--- config.mk ---
export PLATFORM = sky130hd
export DESIGN_NAME = sync_memory_flat
export DESIGN_NICKNAME = d
export VERILOG_FILES = /design/src/rtl/sync_memory_if.sv /design/src/rtl/sync_memory.sv /design/src/flat_wrapper.sv
export SDC_FILE = /design/constraint.sdc
export NUM_CORES = 1
export LEC_CHECK = 0
export CAP_MARGIN = 0
export CORE_MARGIN = 2
export CORE_UTILIZATION = 50
export CTS_BUF_LIST = sky130_fd_sc_hd__clkbuf_2 sky130_fd_sc_hd__clkbuf_4 sky130_fd_sc_hd__clkbuf_8
export CTS_CLUSTER_SIZE = 14
export DETAILED_ROUTE_END_ITERATION = 10
export PLACE_DENSITY = 0.67
export REMOVE_ABC_BUFFERS = 1
export SYNTH_ARGS = -nofsm -noshare
export SYNTH_HDL_FRONTEND = slang
export SYNTH_SLANG_ARGS = --single-unit
--- constraint.sdc ---
create_clock -name CLK -period 1.7 [get_ports CLK]
set_input_delay 0.17 -clock CLK [delete_from_list [all_inputs] [get_ports CLK]]
set_output_delay 0.17 -clock CLK [all_outputs]
set_load 0.02 [all_outputs]
--- src/rtl/sync_memory_if.sv ---
// Memory request/response bundle for sync_memory: one shared read/write port
// plus the registered read data and its one-cycle valid strobe.
// Handshake: there is no ready/backpressure. A request is taken on every rising
// edge where EN=1. The requester must capture Data_out on the cycle that
// valid_out=1.
interface sync_memory_if #(
  parameter int DATA_W = 32,
  parameter int ADDR_W = 4
);
  logic              EN;
  logic              W_R;
  logic [ADDR_W-1:0] Address;
  logic [DATA_W-1:0] Data_in;
  logic [DATA_W-1:0] Data_out;
  logic              valid_out;

  modport master (
    output EN, W_R, Address, Data_in,
    input  Data_out, valid_out
  );

  modport slave (
    input  EN, W_R, Address, Data_in,
    output Data_out, valid_out
  );
endinterface

--- src/rtl/sync_memory.sv ---
// Single-port synchronous RAM with a registered read port and a one-cycle valid strobe.
// Optional MEM_WR_ACK_EN: each write also echoes Data_in on Data_out with valid_out=1.
module sync_memory #(
  parameter int DATA_W = 32,
  parameter int ADDR_W = 4
) (
  input logic          CLK,
  input logic          RST,
  sync_memory_if.slave bus
);
  localparam int DEPTH = 1 << ADDR_W;

  logic [DATA_W-1:0] mem_q [DEPTH];
  logic [DATA_W-1:0] dout_q, dout_d;
  logic              valid_q, valid_d;
  logic              rd_en, wr_en;

  assign rd_en = bus.EN & ~bus.W_R;
  assign wr_en = bus.EN &  bus.W_R;

  // The array sits on the async reset so unwritten words never read X.
  always_ff @(posedge CLK or negedge RST) begin
    if (!RST) begin
      for (int i = 0; i < DEPTH; i++) begin
        mem_q[i] <= '0;
      end
    end else if (wr_en) begin
      mem_q[bus.Address] <= bus.Data_in;
    end
  end

  always_comb begin
    dout_d  = dout_q;
    valid_d = 1'b0;
    if (rd_en) begin
      dout_d  = mem_q[bus.Address];
      valid_d = 1'b1;
    end
`ifdef MEM_WR_ACK_EN
    if (wr_en) begin
      dout_d  = bus.Data_in;
      valid_d = 1'b1;
    end
`endif
  end

  always_ff @(posedge CLK or negedge RST) begin
    if (!RST) begin
      dout_q  <= '0;
      valid_q <= 1'b0;
    end else begin
      dout_q  <= dout_d;
      valid_q <= valid_d;
    end
  end

  assign bus.Data_out  = dout_q;
  assign bus.valid_out = valid_q;
endmodule

--- src/flat_wrapper.sv ---
// flat-port wrapper written by rule: the top's interface ports become plain ports
module sync_memory_flat 
#(
  parameter int DATA_W = 32,
  parameter int ADDR_W = 4
)
  (CLK, RST, bus_EN, bus_W_R, bus_Address, bus_Data_in, bus_Data_out, bus_valid_out);
  sync_memory_if #(.DATA_W(DATA_W), .ADDR_W(ADDR_W)) bus_i ();
  input logic CLK;
  input logic RST;
  input wire logic [$bits(bus_i.EN)-1:0] bus_EN;
  input wire logic [$bits(bus_i.W_R)-1:0] bus_W_R;
  input wire logic [$bits(bus_i.Address)-1:0] bus_Address;
  input wire logic [$bits(bus_i.Data_in)-1:0] bus_Data_in;
  output wire logic [$bits(bus_i.Data_out)-1:0] bus_Data_out;
  output wire logic [$bits(bus_i.valid_out)-1:0] bus_valid_out;
  assign bus_i.EN = bus_EN;
  assign bus_i.W_R = bus_W_R;
  assign bus_i.Address = bus_Address;
  assign bus_i.Data_in = bus_Data_in;
  assign bus_Data_out = bus_i.Data_out;
  assign bus_valid_out = bus_i.valid_out;
  sync_memory #(.DATA_W(DATA_W), .ADDR_W(ADDR_W)) u_core (.CLK(CLK), .RST(RST), .bus(bus_i));
endmodule
==> results_dict.tcl <==
set metrics [dict create \
    grt_usage_pct 23.5 \
    vias 14400 \
    cp-end-kind "flip-flop" \
    tns_ns -0.0109 \
    path_clk_slew_ns 0.06 \
    min_period_over_period_pct 101 \
    grt.overflow.total 0 \
    wl_met3_mm 2.18 \
    rsz0062_at_grt "yes" \
    clockBufferDepth 3 \
    switching_share_pct 25.2 \
    worstPathArrival_ns 2.25 \
    power_density_nw_per_um2 1190 \
    path_cells "mux4_2 > mux2_4 > a211oi_4 > buf_4 > a21oi_2" \
    wl_met2_mm 27.4 \
    fill_cells 3705 \
    yosysSeqAreaShare_pct 55.9 \
    ys_seq_elements 545 \
    seq_area_um2 13600 \
    critPathRequiredTime_ns 2.24 \
    drtIter0Drc 735 \
    power_leakage_nw 13.3 \
    max_cap_viol_count 0 \
    synth_cell_types 30 \
    clock_latency_ns 0.67 \
    dp_hpwl_mm 35.6 \
    tightest_slew_ns 0.945 \
    grt_start_max_net_pins 88 \
    die_h_um 225 \
    fin_crit_ns 1.71 \
    synth_cells 1639 \
    cts_buffers 91 \
    viasPerCell 5.81 \
    hold_viol_final 0 \
    cp_max_fo 2 \
    setup.worst_path.start_class "flip-flop" \
    antenna_found_initial 1 \
    cpPeakStageDelay_ns 0.47 \
    pwr-share-comb_pct 16.7 \
    ir_drop_mv 0.789 \
    drc_errors 0 \
    area_growth_pct 18.7 \
    fin_skew_ns 0.0209 \
    drive_gt1_share_pct 48.2 \
    drv_slew 0 \
    cts_sinks 545 \
    p_int_mw 25.8 \
    synth.avg_cell_area_um2 14.9 \
    die_w_um 225 \
    wl_per_cell_um 23.1 \
    gp_routability_congestion 0.749 \
    syn_area_um2 24400 \
    tritoncts "yes" \
    grt_pass1_vias 15600 \
    timing_worst_setup_path_type "reg2reg" \
    grt_pass1_wl_mm 90.6 \
    dieArea_um2 50600 \
    p_switching_mw 8.66 \
    wl_mm 57.4 \
    max_slew_margin_pct 36.8 \
    multi_input_comb_area_um2 10300 \
    rows 80 \
    status "complete, but fails checks" \
    final_common_cell "dfrtp_1" \
    worst_slack_ns -0.0109 \
    nNetsFinal 1852 \
    htreeDepth 3 \
    violations "setup timing" \
    clockRootBuffer "clkbuf_8" \
    drt_first_pass_iters 4 \
    yosys_warnings 0 \
    clkPwrFrac_pct 34.8 \
    pwr-share-seq_pct 48.6 \
    diodes 0 \
    m1WireLength_mm 26.3 \
    core_area_um2 47900 \
    power_mw 34.4 \
    mostFrequentLayoutCells "545 x dfrtp_1, 516 x mux2_2, 150 x mux2i_1" \
    slowest_stage "mux4_2" \
    fin_hold_ws_ns 0.189 \
    final-setup-viol-count 1 \
    r2r_cells 5 \
    initial_utilization_pct 50.9 \
    highest_layer "met4" \
    hold_path.class "in2async" \
    io_pins 73 \
    detail-route-antenna-nets 0 \
    fmax_mhz 584 \
    portBuffers 72 \
]
-- cell usage after synthesis (all sizes together) --
master    n  share of area [%]
or3b      1              0.036
mux2    533                 25
mux2i   150                6.2
clkbuf   65                1.0
nand2b    2              0.051
nor3      2              0.062
o21ai    11               0.23
buf      77                1.8
nand4     1              0.026
nor4      1              0.051
dfrtp   545                 56
a21oi    21               0.43
nand4b    2              0.072
nand3b    2              0.062
mux4     53                5.4
nor2     54               0.83
nand3     3              0.062
a31oi    11               0.28
o22ai    64                1.6
nor2b     2              0.051
a221oi   11               0.40
nand2     5              0.077
inv       2              0.031
a211oi   21               0.65
-- worst max-delay path: cells and delay by family, from the launching register on --
| family | cells | cell delay, ns |
|---|---|---|
| flops | 1 | 0.38 |
| compound gates | 2 | 0.30 |
| buf+inv | 1 | 0.16 |
| mux | 2 | 0.77 |
-- through the flow --
stage	setup slack, ns	std cells	area [um2]	util, %
2_1_floorplan	-0.977	1497	23700	-
3_3_place_gp	-0.550	2332	27000	56.2
3_5_place_dp	-0.597	2332	27000	56.2
4_1_cts	-0.00426	2485	28900	60.3
5_1_grt	-0.0503	2485	28900	60.4
6_report	-0.0109	2485	28900	60.4
-- repair_timing --
action                                  in CTS  in global routing
endpoints found under the setup margin      51                 17
gates resized for setup                     68                 13
pin swaps                                    7                 10
hold buffers                                 2                  0
hold endpoints to repair                   545                  0
setup buffers                                0                  0
-- cell families (layout without fill, tap and decap cells) --
kind of cell | Yosys count | in the layout | share of synthesized area (%)
AOI/OAI and AO/OA | 139 | 139 | 3.62
buffers and inverters | 144 | 375 | 2.85
DFF | 545 | 545 | 55.9
muxes | 736 | 736 | 36.2
and+or+nand+nor | 75 | 75 | 1.38
-- routing by layer --
metal	vias up	GRT usage, %
li1	6404	-
met1	7663	32.4
met2	255	37.8
met3	119	4.56
met4	0	7.56
met5	-	0
-- layout make-up --
type / count / area share, %
inverter: 2 / 0.0259
multi-input combinational: 950 / 35.5
tap: 615 / 2.66
sequential: 545 / 47.1
clock buffer: 145 / 6.33
clock inverter: 6 / 0.199
timing repair buffer: 222 / 8.12
-- path summary, 6_finish.rpt --
check,start,endpoint,slack (ns)
worst max-delay path,u_core.mem_q[404],u_core.bus.Data_out[20],-0.01
worst min-delay path,RST,u_core.mem_q[181],0.19
worst max register to register,u_core.mem_q[404],u_core.bus.Data_out[20],-0.01
worst min register to register,u_core.mem_q[389],u_core.mem_q[389],0.49
max in group asynchronous,RST,u_core.mem_q[43],0.16
min in group CLK,bus_Address[0],u_core.bus.Data_out[6],0.25
-- power by group through the flow --
stage	clock network [mW]	logic [mW]	registers [mW]
after floorplan	0	3.58	16.6
after global placement	0	5.53	16.7
after detailed placement	0	5.72	16.9
after CTS	12.3	5.78	16.7
after global routing	12.8	6.24	17.0
final	12.0	5.74	16.7
-- registers in the layout, summed over array words and instances (netlist names) --
| signal | cells |
|---|---|
| u_core.bus.Data_out | 32 |
| u_core.bus.valid_out | 1 |
| u_core.mem_q | 512 |
No activity file was read; power rests on OpenSTA's default activity.
